[config.mk]
export PLATFORM = sky130hd
export DESIGN_NAME = coin_encoder
export DESIGN_NICKNAME = d
export VERILOG_FILES = /design/src/rtl/coin_pkg.sv /design/src/rtl/coin_debounce.sv /design/src/rtl/coin_encoder.sv
export SDC_FILE = /design/constraint.sdc
export NUM_CORES = 1
export LEC_CHECK = 0
export BUFFER_PORTS_ARGS = -buffer_cell sky130_fd_sc_hd__buf_2
export CORE_ASPECT_RATIO = 1.4
export CORE_MARGIN = 3
export CORE_UTILIZATION = 60
export CTS_CLUSTER_SIZE = 25
export DETAILED_ROUTE_END_ITERATION = 6
export PLACE_DENSITY = 0.87
export SETUP_SLACK_MARGIN = 0.05
export SYNTH_ARGS = -nofsm -noshare
export SYNTH_HDL_FRONTEND = slang
export SYNTH_SLANG_ARGS = --single-unit
[constraint.sdc]
create_clock -name clk -period 2.9 [get_ports clk]
set_input_delay 0.145 -clock clk [delete_from_list [all_inputs] [get_ports clk]]
set_output_delay 0.145 -clock clk [all_outputs]
set_load 0.05 [all_outputs]
[src/rtl/coin_pkg.sv]
// rtl/coin_pkg.sv - coin code type and constants shared by the encoder and the vending FSM
package coin_pkg;

    typedef logic [1:0] coin_t;

    localparam coin_t COIN_NONE = 2'd0;
    localparam coin_t COIN_5    = 2'd1;
    localparam coin_t COIN_10   = 2'd2;
    localparam coin_t COIN_RET  = 2'd3;

    localparam int DEB_CNT_W = 8;

    // Running credit in units of 5, saturating; a refund grant zeroes it.
    function automatic logic [7:0] total_next(input logic [7:0] cur, input coin_t code);
        logic [8:0] sum;
        logic [7:0] res;
        sum = {1'b0, cur};
        res = cur;
        case (code)
            COIN_5:   sum = {1'b0, cur} + 9'd1;
            COIN_10:  sum = {1'b0, cur} + 9'd2;
            default:  sum = {1'b0, cur};
        endcase
        if (code == COIN_RET) begin
            res = 8'd0;
        end else if (sum[8]) begin
            res = 8'hff;
        end else begin
            res = sum[7:0];
        end
        return res;
    endfunction

endpackage

[src/rtl/coin_debounce.sv]
// rtl/coin_debounce.sv - 2-flop synchroniser, stability debouncer and rising-edge pulse for one raw input
module coin_debounce
    import coin_pkg::*;
#(
    parameter int DEBOUNCE_CYCLES = 4
) (
    input  logic clk,
    input  logic reset,
    input  logic raw_i,
    output logic rise_o
);

    localparam logic [DEB_CNT_W-1:0] LAST_CNT = DEB_CNT_W'(DEBOUNCE_CYCLES - 1);

    logic                 sync1_q;
    logic                 sync2_q;
    logic                 level_q;
    logic                 level_d;
    logic                 level_prev_q;
    logic [DEB_CNT_W-1:0] cnt_q;
    logic [DEB_CNT_W-1:0] cnt_d;

    always_ff @(posedge clk or posedge reset) begin
        if (reset) begin
            sync1_q      <= 1'b0;
            sync2_q      <= 1'b0;
            level_q      <= 1'b0;
            level_prev_q <= 1'b0;
            cnt_q        <= '0;
        end else begin
            sync1_q      <= raw_i;
            sync2_q      <= sync1_q;
            level_q      <= level_d;
            level_prev_q <= level_q;
            cnt_q        <= cnt_d;
        end
    end

    // The level flips on the DEBOUNCE_CYCLES-th consecutive cycle of disagreement.
    always_comb begin
        level_d = level_q;
        cnt_d   = '0;
        if (sync2_q != level_q) begin
            if (cnt_q == LAST_CNT) begin
                level_d = sync2_q;
                cnt_d   = '0;
            end else begin
                cnt_d = cnt_q + DEB_CNT_W'(1);
            end
        end
    end

    assign rise_o = level_q & ~level_prev_q;

endmodule

[src/rtl/coin_encoder.sv]
// rtl/coin_encoder.sv - debounced coin/return front end with pending queues and priority arbiter
// Optional running-credit output enabled by COIN_ENC_TOTAL_EN.
module coin_encoder
    import coin_pkg::*;
#(
    parameter int DEBOUNCE_CYCLES = 4,
    parameter int QUEUE_MAX       = 3
) (
    input  logic       clk,
    input  logic       reset,
    input  logic       raw5,
    input  logic       raw10,
    input  logic       rawret,
    input  logic       inhibit,
    output coin_t      coin,
    output logic       ovf
`ifdef COIN_ENC_TOTAL_EN
    ,
    output logic [7:0] total
`endif
);

    localparam int            QW   = $clog2(QUEUE_MAX + 1);
    localparam logic [QW-1:0] QMAX = QW'(QUEUE_MAX);

    logic          ev5;
    logic          ev10;
    logic          evret;

    logic [QW-1:0] cnt5_q;
    logic [QW-1:0] cnt5_d;
    logic [QW-1:0] cnt10_q;
    logic [QW-1:0] cnt10_d;
    logic          ret_q;
    logic          ret_d;
    logic          ovf_q;
    logic          ovf_d;
    coin_t         coin_q;
    coin_t         coin_d;

    logic          grant5;
    logic          grant10;
    logic          grant_ret;
    logic          drop5;
    logic          drop10;

    coin_debounce #(.DEBOUNCE_CYCLES(DEBOUNCE_CYCLES)) u_deb5 (
        .clk    (clk),
        .reset  (reset),
        .raw_i  (raw5),
        .rise_o (ev5)
    );

    coin_debounce #(.DEBOUNCE_CYCLES(DEBOUNCE_CYCLES)) u_deb10 (
        .clk    (clk),
        .reset  (reset),
        .raw_i  (raw10),
        .rise_o (ev10)
    );

    coin_debounce #(.DEBOUNCE_CYCLES(DEBOUNCE_CYCLES)) u_debret (
        .clk    (clk),
        .reset  (reset),
        .raw_i  (rawret),
        .rise_o (evret)
    );

    // A simultaneous event and grant cancel, so a saturated counter never drops in that case.
    function automatic logic [QW-1:0] next_cnt(input logic [QW-1:0] cnt, input logic ev,
                                               input logic gnt);
        logic [QW-1:0] res;
        res = cnt;
        if (ev && !gnt && cnt != QMAX) begin
            res = cnt + QW'(1);
        end else if (gnt && !ev) begin
            res = cnt - QW'(1);
        end
        return res;
    endfunction

    always_comb begin
        grant10   = 1'b0;
        grant5    = 1'b0;
        grant_ret = 1'b0;
        coin_d    = COIN_NONE;
        if (!inhibit) begin
            if (cnt10_q != '0) begin
                grant10 = 1'b1;
                coin_d  = COIN_10;
            end else if (cnt5_q != '0) begin
                grant5 = 1'b1;
                coin_d = COIN_5;
            end else if (ret_q) begin
                // Refund only once every credited coin has gone out.
                grant_ret = 1'b1;
                coin_d    = COIN_RET;
            end
        end

        drop5   = ev5 && !grant5 && (cnt5_q == QMAX);
        drop10  = ev10 && !grant10 && (cnt10_q == QMAX);
        cnt5_d  = next_cnt(cnt5_q, ev5, grant5);
        cnt10_d = next_cnt(cnt10_q, ev10, grant10);
        ovf_d   = ovf_q | drop5 | drop10;

        ret_d = ret_q;
        if (evret) begin
            ret_d = 1'b1;
        end else if (grant_ret) begin
            ret_d = 1'b0;
        end
    end

    always_ff @(posedge clk or posedge reset) begin
        if (reset) begin
            cnt5_q  <= '0;
            cnt10_q <= '0;
            ret_q   <= 1'b0;
            ovf_q   <= 1'b0;
            coin_q  <= COIN_NONE;
        end else begin
            cnt5_q  <= cnt5_d;
            cnt10_q <= cnt10_d;
            ret_q   <= ret_d;
            ovf_q   <= ovf_d;
            coin_q  <= coin_d;
        end
    end

    assign coin = coin_q;
    assign ovf  = ovf_q;

`ifdef COIN_ENC_TOTAL_EN
    logic [7:0] total_q;

    always_ff @(posedge clk or posedge reset) begin
        if (reset) begin
            total_q <= 8'd0;
        end else begin
            total_q <= total_next(total_q, coin_d);
        end
    end

    assign total = total_q;
`endif

endmodule
==> results.md <==
- Net Count, Synth: 183
- Most common cell after layout, fill and taps aside: dfrtp_1
- Slowest cell on crit path: or3b_2
- Initial antenna violation count: 0
- Critical-path cell list: ha_1, or3b_2, o21ai_0, o31ai_1
- MaxCap Viol Count: 0
- Final worst-path cycle share: 0.5386
- Port Buffers: 8
- Failing checks: hold timing
- Total Power: around 1800 uW
- Avg Inst Size Synth: around 11 um2
- Share of layout cells above drive strength 1: 0.1140
- Clock Skew: 0.009017 ns
- Status: complete, but fails checks
- Total CTS buffers: 5
- Pwr Density: roughly 850 mW/mm2
- Netlist cell types: 35
- Die W: about 54 um
- Total gr overflow: 0
- Worst slack, placed: around 1.4 ns
- Final net count: approximately 200
- Hold crit path type: in -> async
- Largest family of logic cells by synthesized area: simple AND/OR/NAND/NOR gates
- CTS Buffer Depth: 2
- Post-Syn Instances: around 170
- Yosys reg bits: 44
- Number of iterations in the first detailed-routing pass: 4
- R2r worst-path depth: 4
- Total Neg Setup Slack: 0 ns
- Io pins: 9
- Post-Synthesis Cell Area: 0.001916 mm2
- Die area: 0.003916 mm2
- Cell leakage power: 0.0009274 uW
- Post-DP HPWL: 2.163 mm
- N_diodes: 0
- Async set-or-reset flop fraction in the synthesized netlist: 1.000
- Fin. Hold Viols: 21
- Syn. warnings: 0
- Min Tclk post-route: ~1.6 ns
- Row count: 23
- DRT iter0 DRCs: 8
- WP data required: roughly 3 ns
- DR vias/cell: between 5 and 6
- CTS clk-pin slew, worst paths: roughly 0.080 ns
- Largest stage delay on the critical path: around 0.52 ns
- Peak VDD IR: ~0.56 mV
- Vias: around 1.4k
- ANT nets after route: 0
- H-tree Lvls: 2
- Compound-cell area share of the yosys netlist: 0.1202
- Worst slew margin: 0.4579
- Most frequent cells in the layout: dfrtp_1, nor2_1, o21ai_0, nand3_1
- Top_reg_cell synth: dfrtp_1
- CTS root buffer: clkbuf_8
- Mux cell area share after synthesis: 0.02221
- Max Fclk: 0.6402 GHz
- Die Ht: around 73 um
- Max-slew violation count: 0
- Adder-Cell Fraction of Synth Area: 0.01960
- Simple-gate portion of the synthesized area: 0.1855
- Global-route wire length before repair: roughly 5.2 mm
- Endpoint class of the critical path: flop
- Setup crit start kind: flop
- Hold Buf Count CTS: 3
- Final Wtd Congestion: 0.8243
- Largest net degree at the start of global routing: 24
- Post-CTS Resized: 0
- Post-synthesis sequential area ratio: 0.5748
- Clk sinks: 44
- Post-layout util: 0.7227
- Arrival time worst endpoint: around 1.7 ns
- RSZ-0062 raised after global routing: false
- Setup Buffers After CTS: 0
- Vias in the first global route: around 1.3k
- XOR/XNOR Fraction of Synth Area: 0.05944
- Actual slew at the worst max-slew pin: 0.8123 ns
- Clock latency on the worst-skew pair: about 0.30 ns
- Routed wire length: 3.058 mm
- Post-synth EDFFs: 0
- Critical path type: reg -> reg
- Core ar.: 0.002964 mm2
- DR WL/cell: 13.30 um
- Tot GR Track Use: 0.1856
- # DRC: 0
- Starting Density: 0.6463
- TritonCTS clock tree: yes
- Worst setup margin: ~1.3 ns
- Hold Slack: -0.009557 ns
- Synth-to-layout area growth: 11.82%
- Critical path peak fanout: 5
- Setup Viol. Count Final: 0
[worst paths after layout]
path,from,slack [ns],endpoint
max in group asynchronous,reset,2.12,u_debret.cnt_q[1]
min in group clk,inhibit,0.11,coin[1]
min,reset,-0.01,u_deb10.sync2_q
max reg2reg,u_deb5.cnt_q[0],1.34,u_deb5.level_q
min reg2reg,u_deb5.sync1_q,0.35,u_deb5.sync2_q
max,u_deb5.cnt_q[0],1.34,u_deb5.level_q
[area by class of cell]
type	instances	area (um2)
flip-flops and latches	44	1101
fillers	204	822.0
clock inverters	2	35.03
repair buffers	12	77.57
multi-input cells	121	779.5
inverters	8	30.03
clock buffers	6	72.57
well taps	37	46.29
[registers in the layout, summed over array words and instances, names as in the netlist, 2 cells and up]
name and flops:
u_deb10.cnt_q 8, u_deb5.cnt_q 8, u_debret.cnt_q 8, cnt10_q 2, cnt5_q 2, coin 2
[per-layer routing]
metal / wire [um] / track usage / vias to the layer above
met5: 0 / 0 / -
met4: 92 / 0.07670 / 0
met3: 113 / 0.07362 / 10
met2: 1628 / 0.3248 / 26
met1: 1223 / 0.1884 / 670
li1: - / - / 649
[synth_stat cells, drive strengths merged (2+ instances only)]
master  count  share of area
nand2      10          0.020
mux2i       2          0.010
nor2       17          0.033
a21oi      10          0.026
o21ai      14          0.037
nand3      13          0.034
nor3        3          0.014
nand4       3         0.0098
mux2        2          0.012
inv         8          0.016
or3         9          0.029
xor2        6          0.027
dfrtp      44           0.57
a22o        2         0.0091
o21bai      2          0.014
a21o        2         0.0078
nor4b       2         0.0091
nor2b       2         0.0065
xnor2       7          0.032
ha          3          0.020
[critical path: cells and delay by family (launching register included)]
family | cells | cell delay, ns
compound gates | 2 | 0.29
fa+ha+maj | 1 | 0.22
flops | 1 | 0.41
simple gates | 1 | 0.52
[power breakdown]
group	switching (uW)	internal (uW)	leakage (uW)	total, uW
logic	266	205	0.000313	472
registers	148	745	0.000559	893
clock network	195	255	0.0000552	450
total	609	1210	0.000927	1810
[kinds of logic after synthesis]
logic type                 Yosys count
DFF                                 44
buffers and inverters                9
and+or+nand+nor                     65
AOI/OAI and AO/OA                   36
adders and majority gates            3
xor gates and xnor gates            13
muxes                                4
[per-stage QoR]
stage,cell area [um2],cells
after detailed placement,2004,219
after global placement,2004,219
after floorplan,1916,174
final,2142,230
after CTS,2142,230
after global routing,2142,230
No activity file was read; power rests on OpenSTA's default activity.
